<file path="config.mk">
export PLATFORM = sky130hd
export DESIGN_NAME = serial_adder_ctrl
export DESIGN_NICKNAME = d
export VERILOG_FILES = /design/src/rtl/serial_adder_pkg.sv /design/src/rtl/half_adder.sv /design/src/rtl/serial_adder_ctrl_full_adder_bit.sv /design/src/rtl/serial_adder_ctrl.sv
export SDC_FILE = /design/constraint.sdc
export NUM_CORES = 1
export LEC_CHECK = 0
export ABC_CLOCK_PERIOD_IN_PS = 3500
export CAP_MARGIN = 20
export CORE_UTILIZATION = 53
export DETAILED_ROUTE_END_ITERATION = 16
export GPL_TIMING_DRIVEN = 0
export PLACE_DENSITY_LB_ADDON = 0.05
export SLEW_MARGIN = 10
export SYNTH_ARGS = -nofsm -noshare
export SYNTH_HDL_FRONTEND = slang
export SYNTH_SLANG_ARGS = --single-unit
</file>
<file path="constraint.sdc">
create_clock -name clk -period 3.5 [get_ports clk]
set_clock_uncertainty 0.2 [all_clocks]
set_input_delay 0.7 -clock clk [delete_from_list [all_inputs] [get_ports clk]]
set_output_delay 0.7 -clock clk [all_outputs]
set_load 0.01 [all_outputs]
</file>
<file path="src/rtl/serial_adder_pkg.sv">
// Shared constants for the bit-serial adder controller.
// State encoding and legal operand width range.
package serial_adder_pkg;

  localparam logic [1:0] S_IDLE = 2'd0;
  localparam logic [1:0] S_RUN  = 2'd1;
  localparam logic [1:0] S_DONE = 2'd2;

  localparam int WIDTH_MIN = 1;
  localparam int WIDTH_MAX = 32;

endpackage

</file>
<file path="src/rtl/half_adder.sv">
// One-bit half adder datapath cell.
// Ports: x, y in; s = x^y, c = x&y out.
module half_adder (
  input  logic x,
  input  logic y,
  output logic s,
  output logic c
);

  assign s = x ^ y;
  assign c = x & y;

endmodule

</file>
<file path="src/rtl/serial_adder_ctrl_full_adder_bit.sv">
// One-bit full adder built from two half adders.
// Ports: x, y, ci in; s (sum), co (carry) out.
module full_adder_bit (
  input  logic x,
  input  logic y,
  input  logic ci,
  output logic s,
  output logic co
);

  logic s0;
  logic c0;
  logic c1;

  half_adder u_ha0 (
    .x (x),
    .y (y),
    .s (s0),
    .c (c0)
  );

  half_adder u_ha1 (
    .x (s0),
    .y (ci),
    .s (s),
    .c (c1)
  );

  assign co = c0 | c1;

endmodule

</file>
<file path="src/rtl/serial_adder_ctrl.sv">
// Bit-serial adder: one full adder slice, WIDTH cycles per add.
// In: clk, rst, start, a, b, cin. Out: busy, done, sum, cout.
module serial_adder_ctrl
  import serial_adder_pkg::*;
#(
  parameter int WIDTH = 8
) (
  input  logic             clk,
  input  logic             rst,
  input  logic             start,
  input  logic [WIDTH-1:0] a,
  input  logic [WIDTH-1:0] b,
  input  logic             cin,
  output logic             busy,
  output logic             done,
  output logic [WIDTH-1:0] sum,
  output logic             cout
);

  localparam int CNT_W = (WIDTH > 1) ? $clog2(WIDTH) : 1;

  logic [1:0]       state;
  logic [CNT_W-1:0] cnt;
  logic [WIDTH-1:0] a_sh;
  logic [WIDTH-1:0] b_sh;
  logic [WIDTH-1:0] sum_nxt;
  logic             carry;
  logic             s_bit;
  logic             c_bit;
  logic             last;

  full_adder_bit u_fa (
    .x  (a_sh[0]),
    .y  (b_sh[0]),
    .ci (carry),
    .s  (s_bit),
    .co (c_bit)
  );

  // Sum bits enter a_sh at the top as operand bits
  // leave the bottom, so a_sh doubles as the sum shifter.
  if (WIDTH > 1) begin : g_wide
    assign sum_nxt = {s_bit, a_sh[WIDTH-1:1]};
  end else begin : g_one
    assign sum_nxt = s_bit;
  end

  assign last = (cnt == CNT_W'(WIDTH - 1));
  assign busy = (state != S_IDLE);
  assign done = (state == S_DONE);

  always_ff @(posedge clk) begin
    if (rst) begin
      state <= S_IDLE;
      cnt   <= '0;
      a_sh  <= '0;
      b_sh  <= '0;
      carry <= 1'b0;
      sum   <= '0;
      cout  <= 1'b0;
    end else begin
      unique case (state)
        S_IDLE: begin
          if (start) begin
            a_sh  <= a;
            b_sh  <= b;
            carry <= cin;
            cnt   <= '0;
            state <= S_RUN;
          end
        end
        S_RUN: begin
          a_sh  <= sum_nxt;
          b_sh  <= b_sh >> 1;
          carry <= c_bit;
          cnt   <= cnt + CNT_W'(1);
          if (last) begin
            sum   <= sum_nxt;
            cout  <= c_bit;
            state <= S_DONE;
          end
        end
        S_DONE: state <= S_IDLE;
        default: state <= S_IDLE;
      endcase
    end
  end

endmodule

</file>
## Word-level counts from Yosys, hierarchy flattened

Cells that the tools add are included.
W data, S select, Z words.

| cells by class | value |
|---|---|
| $add $sub $neg | 1 |
| eq/ne operators | 5 |
| multiplexer cells | 11 |
| reductions and logical operators | 6 |
| bitwise operators | 5 |

Operator list:

| cell | number |
|---|---|
| $pmux W8 S2 | 2 |
| $mux W8 | 2 |
| $pmux W3 S2 | 1 |
| $reduce_and A2 Y1 | 3 |
| $mux W2 | 2 |
| $ne A2 B2 Y1 const B | 2 |
| $pmux W2 S2 | 1 |
| $reduce_bool A2 Y1 | 2 |
| $add A3 B1 Y3 const B | 1 |
| $eq A3 B3 Y1 const B | 1 |
| $mux W3 | 1 |
| $and A1 B1 Y1 | 2 |
| $eq A2 B1 Y1 const B | 1 |
| $eq A2 B2 Y1 const B | 1 |
| $logic_not A2 Y1 | 1 |
| $pmux W1 S2 | 1 |
| $xor A1 B1 Y1 | 2 |
| $mux W1 | 1 |
| $or A1 B1 Y1 | 1 |

| storage, ports and cells | value |
|---|---|
| logic and storage cells | 35 |
| input port bits | 20 |
| register bits | 31 |
| output and inout port bits | 11 |

## Logic depth before layout (Yosys ltp)

| depth | value |
|---|---|
| depth in word-level cells | 4 |
| mapped depth | 6 |
| depth with buffers taken out | 5 |

## Modules after synthesis

Synthesis repeated with hierarchy kept, for this count alone.

| second synthesis, totals | value |
|---|---|
| cells, all modules | 143 |
| area total of the unflattened synthesis | 1318.8 µm² |

By module, submodules not included:

| module | area an instance (µm²) | sequential area each (µm²) | times used | cells an instance |
|---|---|---|---|---|
| serial_adder_ctrl | 1287.5 | 620.6 | 1 | 140 |
| half_adder | 12.5 | 0.0 | 2 | 1 |
| full_adder_bit | 6.3 | 0.0 | 1 | 1 |

## Worst setup path after synthesis

No wires, ideal clock.

| timing | value |
|---|---|
| path type | input to register |
| from | input port start |
| to | register a_sh[1] |
| data arrival time | 1.335 ns |
| path slack | 1.846 ns |
| required time | 3.181 ns |
| stages | 4 |
| path buffers | 2 |
| setup time | 0.119 ns |
| path through | o21ba_1 > buf_6 > buf_6 > o221a_1 |

| between the ends | value |
|---|---|
| word-level cells in the longest chain between the ends | 2 |

RTL lines:

| item | RTL line | text |
|---|---|---|
| start, declared | serial_adder_ctrl.sv:10 | `input logic start,` |
| $ne A2 B2 Y1 (no source line) | - |  |
| $reduce_and A2 Y1 (no source line) | - |  |
| end signal, assigned | serial_adder_ctrl.sv:73 | `a_sh <= sum_nxt;` |
| end, declared | serial_adder_ctrl.sv:24 | `logic [WIDTH-1:0] a_sh;` |

Every way passes these cells.
A chain may end at the register's enable or synchronous reset.

## Worst setup path after layout

| timing | value |
|---|---|
| from | register state[1] |
| to | output port done |

| between the ends | value |
|---|---|
| word-level cells in the longest chain between the ends | 1 |

RTL lines:

| item | RTL line | text |
|---|---|---|
| start, declared | serial_adder_ctrl.sv:22 | `logic [1:0] state;` |
| start signal, assigned | serial_adder_ctrl.sv:54 | `state <= S_IDLE;` |
| start signal, assigned | serial_adder_ctrl.sv:69 | `state <= S_RUN;` |
| start signal, assigned | serial_adder_ctrl.sv:80 | `state <= S_DONE;` |
| $eq A2 B2 Y1 | serial_adder_ctrl.sv:50 | `assign done = (state == S_DONE);` |
| end, declared | serial_adder_ctrl.sv:15 | `output logic done,` |

Every way passes these cells.

==> results list <==
- The flow ran to the end, and the final reports show no timing, DRC or antenna violations.
* Hold violation total from the final report: 0
- The detail route stage leaves a number of antenna-violating nets equal to 0.
- Maximum capacitance violations: 0
* Met2 WL: ~1500 um
- The number of clock buffers added by TritonCTS is 5.
* Number of design rule violations left after detail routing: 0
- Final setup fails: 0
* GRT Resource Usage Total: 0.233
- The internal power of the cells totals around 0.55 mW.
- Max layer used: met4
- For this design the total switching power over the nets is ~0.19 mW.
- Proportion of power drawn by combinational gates: 0.155
- Number of antenna diodes: 0
* Number of gates resized after CTS: 0
- Power comes to around 0.74 mW.
- Share of final-layout standard cells stronger than drive strength 1: 0.183
- Clock-pin slew was measured on the worst setup and hold paths at 0.09 ns.
* IO Pins: 31
- Post-layout instance count excluding filler cells: between 200 and 250
* Met1 Wirelength: about 1300 um
- Gate count after technology mapping: approximately 140
- The worst setup path is launched from a register.
- The clock drives 31 sinks.
* Largest area contributor in the synthesized netlist: sky130_fd_sc_hd__dfxtp_1
- Sequential cell area: around 620 um^2
* Multi-input combinational cell area: approximately 600 um^2
- Yosys warns: 0
- The analysis attributes to cell leakage a power of slightly below 0.7 nW.
* Final-layout worst hold slack: between 0.2 and 0.3 ns
- Buffers inserted to repair hold after CTS numbered 0.
- Clock network latency to the later pin of the worst-skew pair: 0.33 ns
- Via total after detailed routing: 1139
* Area of the core: about 2500 um^2
- The initialized floorplan defines 18 standard-cell rows.
* Top-area cell type share of the netlist area: 0.450
* Peak supply drop: roughly 330 uV
- The finished cells cover 1780 um^2.
- The share of total power dissipated in sequential elements is 0.523.
* Proportion of synthesized chip area in sequential cells: 0.450
- Number of setup buffers added after CTS: 0
- The worst setup path is captured at an output pin.
* Iteration count of the initial detailed-routing pass: 4
- In the final routed layout, each cell accounts on average for approximately 14 um.
- Area contributors post-synth: sky130_fd_sc_hd__dfxtp_1 (45%), sky130_fd_sc_hd__o221a_1 (6.5%), sky130_fd_sc_hd__a21oi_1 (5.8%)
* Part of the power in the clock network: 0.322
- The wire-length estimate of the detail-placed layout is ~2100 um.
- From left edge to right edge, the die measures approximately 53 um.
* Minimum setup slack in the final design: roughly 1.1 ns
- Endpoint arrival time on the critical path: about 1.5 ns
* Slew @ Worst Pin: ~0.47 ns
* Setup Total Neg Slack: 0 ns
- Worst Path Class, Setup: reg -> out
- Power density of the placed cells: between 400 and 500 nW/um^2
- Area growth, synth to finish: 29.5%
- Pins Over Slew Limit: 0
- The setup check on the worst reg-to-reg path leaves a slack of approximately 1.8 ns.
- No sink is reached through more buffers than the 2 on the longest clock path.
- Of the total power, the share spent switching nets is 0.252.
- Instance count after placement with tap cells included: a little over 200
- After detailed routing, the number of vias per cell comes to about 5.4.
- Clock root buffer master: sky130_fd_sc_hd__clkbuf_4
- Detailed router's first-iteration violation count: 28
- Entering global routing, the biggest net connects 11 pins.
- The die covers approximately 2800 um^2.
* Count of input and output buffers: 30
- In this run the number of H-tree levels came out at 2.
- Total congestion overflow: 0
- At the end of routability-driven placement, the weighted congestion stood at roughly 0.73.
* Post-synthesis register bit count: 31
* Synthesized area per cell: 9.70 um^2
* Final Routed Wirelength: slightly below 3000 um
* Final core utilization: 0.720
- Worst slack, placed: 1.23 ns
- Cell area after synthesis: roughly 1400 um^2
* Height of the chip: approximately 53 um
- Filler cell count: around 200
- Library cells used by synthesis: 25
- Cell Area, Placed: 1720 um^2
* Nets in the synthesized netlist: ~170
* Antenna violations before repair: 0
- Data required time at the worst endpoint: ~2.6 ns
- Static timing analysis puts the maximum clock frequency at approximately 410 MHz.
- Setup repair after global routing missed its margin: false
- Total met3 wirelength after detailed routing: roughly 140 um
- The initial utilization of the core area, before any placement, comes to 0.556.
* Nets: approximately 200
- The first global-routing pass estimated 4540 um of wire.
- In this run the worst hold path is classified as reg -> reg.
- In this run the worst path has a maximum fanout of 8.
- For the finished layout, the period the worst path requires is between 2 and 2.5 ns.
* Final worst-path cycle share: 0.689
* TritonCTS clock tree: done
- In this run the tightest slew margin relative to its limit is 0.689.
- The number of global-route vias before repair was approximately 1000.
[area by class of cell]
cell class | instances | share of cell area
Multi-Input combinational cell | 84 | 0.338
Sequential cell | 31 | 0.348
Clock buffer | 8 | 0.0386
Tap cell | 30 | 0.0210
Timing Repair Buffer | 30 | 0.168
Inverter | 16 | 0.0337
Buffer | 11 | 0.0526
[placed cells by master, fill, tap and decap left out, drive strengths merged, types with 2 or more instances in the layout]
| master | netlist | final |
|---|---|---|
| nand3 | 9 | 9 |
| clkbuf | 2 | 10 |
| dfxtp | 31 | 31 |
| nor2 | 8 | 8 |
| clkdlybuf4s50 | 0 | 30 |
| a211oi | 2 | 2 |
| mux2i | 4 | 4 |
| o221a | 14 | 14 |
| buf | 9 | 9 |
| nor2b | 2 | 2 |
| inv | 16 | 16 |
| ha | 2 | 2 |
| nand2 | 11 | 11 |
| a22oi | 2 | 2 |
| a21oi | 24 | 24 |
[critical path, cell delays in order (launching register included)]
cell and delay, ns:
sky130_fd_sc_hd__dfxtp_1 0.48, sky130_fd_sc_hd__nor2b_1 0.17, sky130_fd_sc_hd__clkdlybuf4s50_1 0.54
[metal layers]
layer | vias to the layer above | track usage
met1 | 536 | 0.266
met3 | 6 | 0.0891
met5 | - | 0
met4 | 0 | 0.110
met2 | 24 | 0.380
li1 | 573 | -
[cells in the mapped netlist]
library cell,n
sky130_fd_sc_hd__nor2_2,1
sky130_fd_sc_hd__nor2_1,7
sky130_fd_sc_hd__fa_1,1
sky130_fd_sc_hd__nor3_1,1
sky130_fd_sc_hd__inv_1,16
sky130_fd_sc_hd__a21oi_2,8
sky130_fd_sc_hd__o21bai_1,1
sky130_fd_sc_hd__o221a_2,6
sky130_fd_sc_hd__dfxtp_1,31
sky130_fd_sc_hd__a22oi_1,2
sky130_fd_sc_hd__a21oi_1,16
sky130_fd_sc_hd__nand3_1,9
sky130_fd_sc_hd__nand3b_1,1
sky130_fd_sc_hd__ha_1,2
sky130_fd_sc_hd__o221a_1,8
sky130_fd_sc_hd__nor2b_1,2
sky130_fd_sc_hd__buf_8,1
sky130_fd_sc_hd__mux2i_1,4
sky130_fd_sc_hd__a211oi_2,2
sky130_fd_sc_hd__nand2_1,11
sky130_fd_sc_hd__o21ba_1,1
sky130_fd_sc_hd__a32oi_1,1
sky130_fd_sc_hd__buf_2,3
sky130_fd_sc_hd__buf_6,5
sky130_fd_sc_hd__clkbuf_1,2
[power groups by stage]
stage                     sequential, mW  combinational (mW)  clock (mW)
final                              0.386               0.115       0.238
after global routing               0.389               0.123       0.257
after floorplan                    0.390              0.0754           0
after global placement             0.393               0.110           0
after CTS                          0.386               0.115       0.241
after detailed placement           0.394               0.114           0
[path summary, 6_finish.rpt]
path         depth (start not counted)       end     start
max reg2reg                          6  state[0]    cnt[0]
min reg2reg                          2    sum[4]    sum[4]
min                                  2    sum[4]    sum[4]
max                                  2      done  state[1]
[registers in the layout, summed over array words and instances (netlist names)]
register,count
a_sh,8
cout,1
cnt,3
carry,1
b_sh,8
state,2
sum,8
[cell families after synthesis]
| family | count (synthesis) | share of synthesized area |
|---|---|---|
| compound gates | 45 | 0.272 |
| fa+ha+maj | 3 | 0.0327 |
| buf+inv | 27 | 0.112 |
| flops | 31 | 0.451 |
| mux | 4 | 0.0291 |
| simple gates | 32 | 0.104 |
Power figures use the tool's default switching activity.
==> edit, RTL diff (same flow settings) <==
Change the parameter `WIDTH` from 8 to 4.
--- a/src/rtl/serial_adder_ctrl.sv
+++ b/src/rtl/serial_adder_ctrl.sv
@@ -3,7 +3,7 @@
 module serial_adder_ctrl
   import serial_adder_pkg::*;
 #(
-  parameter int WIDTH = 8
+  parameter int WIDTH = 4
 ) (
   input  logic             clk,
   input  logic             rst,
Interface: changed (resized a, b and sum); port bits go from 31 to 19. The function was not compared with the original's and may differ.
==> edit against the unedited design <==
Global-route usage is 2.3 points lower. Clock power is 58% lower. Count of clock-buffer cells in the layout is 5 lower. Routed wire length is 52% lower. Critical path depth is 1 higher. Power is 48% lower. Register-to-register slack better by 0.19 ns. Non-clock buffer count is 21 lower. Area after synthesis is 45% lower. Final area is 46% lower. Setup slack better by 0.0093 ns. Sequential cell count is 13 lower. Largest cell class unchanged. Largest power group unchanged. Highest routed layer unchanged.
==> edit: results (changes against the unedited design) <==
[placement]
placedInstanceArea_um2 = 950  ; -45%
place_hpwl_um = 1040  ; -51%
gp_congestion = 0.693  ; -5.6%
place_inst = 113  ; -44%
io_buffers = 17  ; -43%

[outcome]
status = complete, no violations

[clock_tree]
cts_buffers = 3  ; -2
clk_latency_ns = 0.30  ; -0.03 ns

[setup_path]
r2r.worst_path.cells = 4  ; -2
crit_path_max_incr_delay_ns = 0.52  ; -0.02 ns
worstPathMaxFanout = 7  ; -1
r2r_slack_ns = 2.01  ; +0.19 ns
rr_startpoint = carry
r2r_end = a_sh[3]
crit_path_end = busy

[synth]
yosysUniqueCellTypes = 21  ; -16%
synth_nets = 95  ; -42%
ys_top_cells_by_area = dfxtp_1 47%, o221a_2 12%, a21oi_1 8.6%
synth_area_per_cell_um2 = 9.39  ; -3.2%
synth_commonest_cells = 18 x dfxtp_1, 13 x a21oi_1, 10 x inv_1
yosysSeqAreaShare_pct = 47.4  ; +2.3 points

[route]
num_vias = 640  ; -44%

[grt]
grt_util_all_layers_pct = 21.0  ; -2.3 points
use_met2_pct = 31.5  ; -6.5 points
grt_pass1_vias = 526  ; -49%
grt_pass1_wl_um = 2170  ; -52%
gr-usage-met3_pct = 8.52  ; -0.39 points

[sta]
slew-limit-headroom_pct = 71.1  ; +2.3 points
fmax_mhz = 417  ; +0.39%

[cells_and_area]
nets = 117  ; -42%
top_regs = a_sh (4), b_sh (4), sum (4)
drive_above_1_share_pct = 15.8  ; -2.5 points

[power]
leakagePower_nw = 0.378  ; -44%

## edit: cell types whose count changed after synthesis, moves of 3 or more
cell     delta
nand2_1     -5
nand3_1     -4
o221a_1     -8
a21oi_2     -8
a21oi_1     -3
dfxtp_1    -13
buf_6       -4
inv_1       -6
## edit: logic make-up (layout without fill, tap and decap cells)
family	Yosys count	after routing	synth area share (%)
compound gates	24	24	23.5
simple gates	22	22	14.6
flops	18	18	47.4
buf+inv	13	33	7.57
fa+ha+maj	2	2	4.28
mux	2	2	2.63
## edit: worst min path at each step
stage,endpoint,slack (ns),depth (start not counted),start
after floorplan,b_sh[3],0.25,2,b_sh[3]
after global placement,sum[3],0.24,2,sum[3]
after detailed placement,sum[2],0.25,2,sum[2]
after CTS,sum[2],0.26,2,sum[2]
after global routing,sum[2],0.27,2,sum[2]
final,sum[2],0.26,2,sum[2]
## edit: worst max-delay path, delay by kind of cell, from the launching register on
| family | cells | cell delay [ns] |
|---|---|---|
| buffers and inverters | 2 | 0.59 |
| AND/OR/NAND/NOR | 1 | 0.13 |
| flip-flops | 1 | 0.49 |
## edit: cell type report
type | count | area (um^2)
Buffer | 3 | 20.0
Clock buffer | 3 | 22.5
Fill cell | 115 | 345
Inverter | 10 | 37.5
Multi-Input combinational cell | 50 | 343
Sequential cell | 18 | 360
Tap cell | 15 | 18.8
Timing Repair Buffer | 17 | 170
## edit: power by group through the flow
stage | clock network [mW] | logic [mW] | registers [mW]
finish | 0.101 | 0.0583 | 0.225
global route | 0.111 | 0.0651 | 0.227
floorplan | 0 | 0.0373 | 0.228
global placement | 0 | 0.0573 | 0.230
CTS | 0.106 | 0.0590 | 0.225
detailed placement | 0 | 0.0587 | 0.230
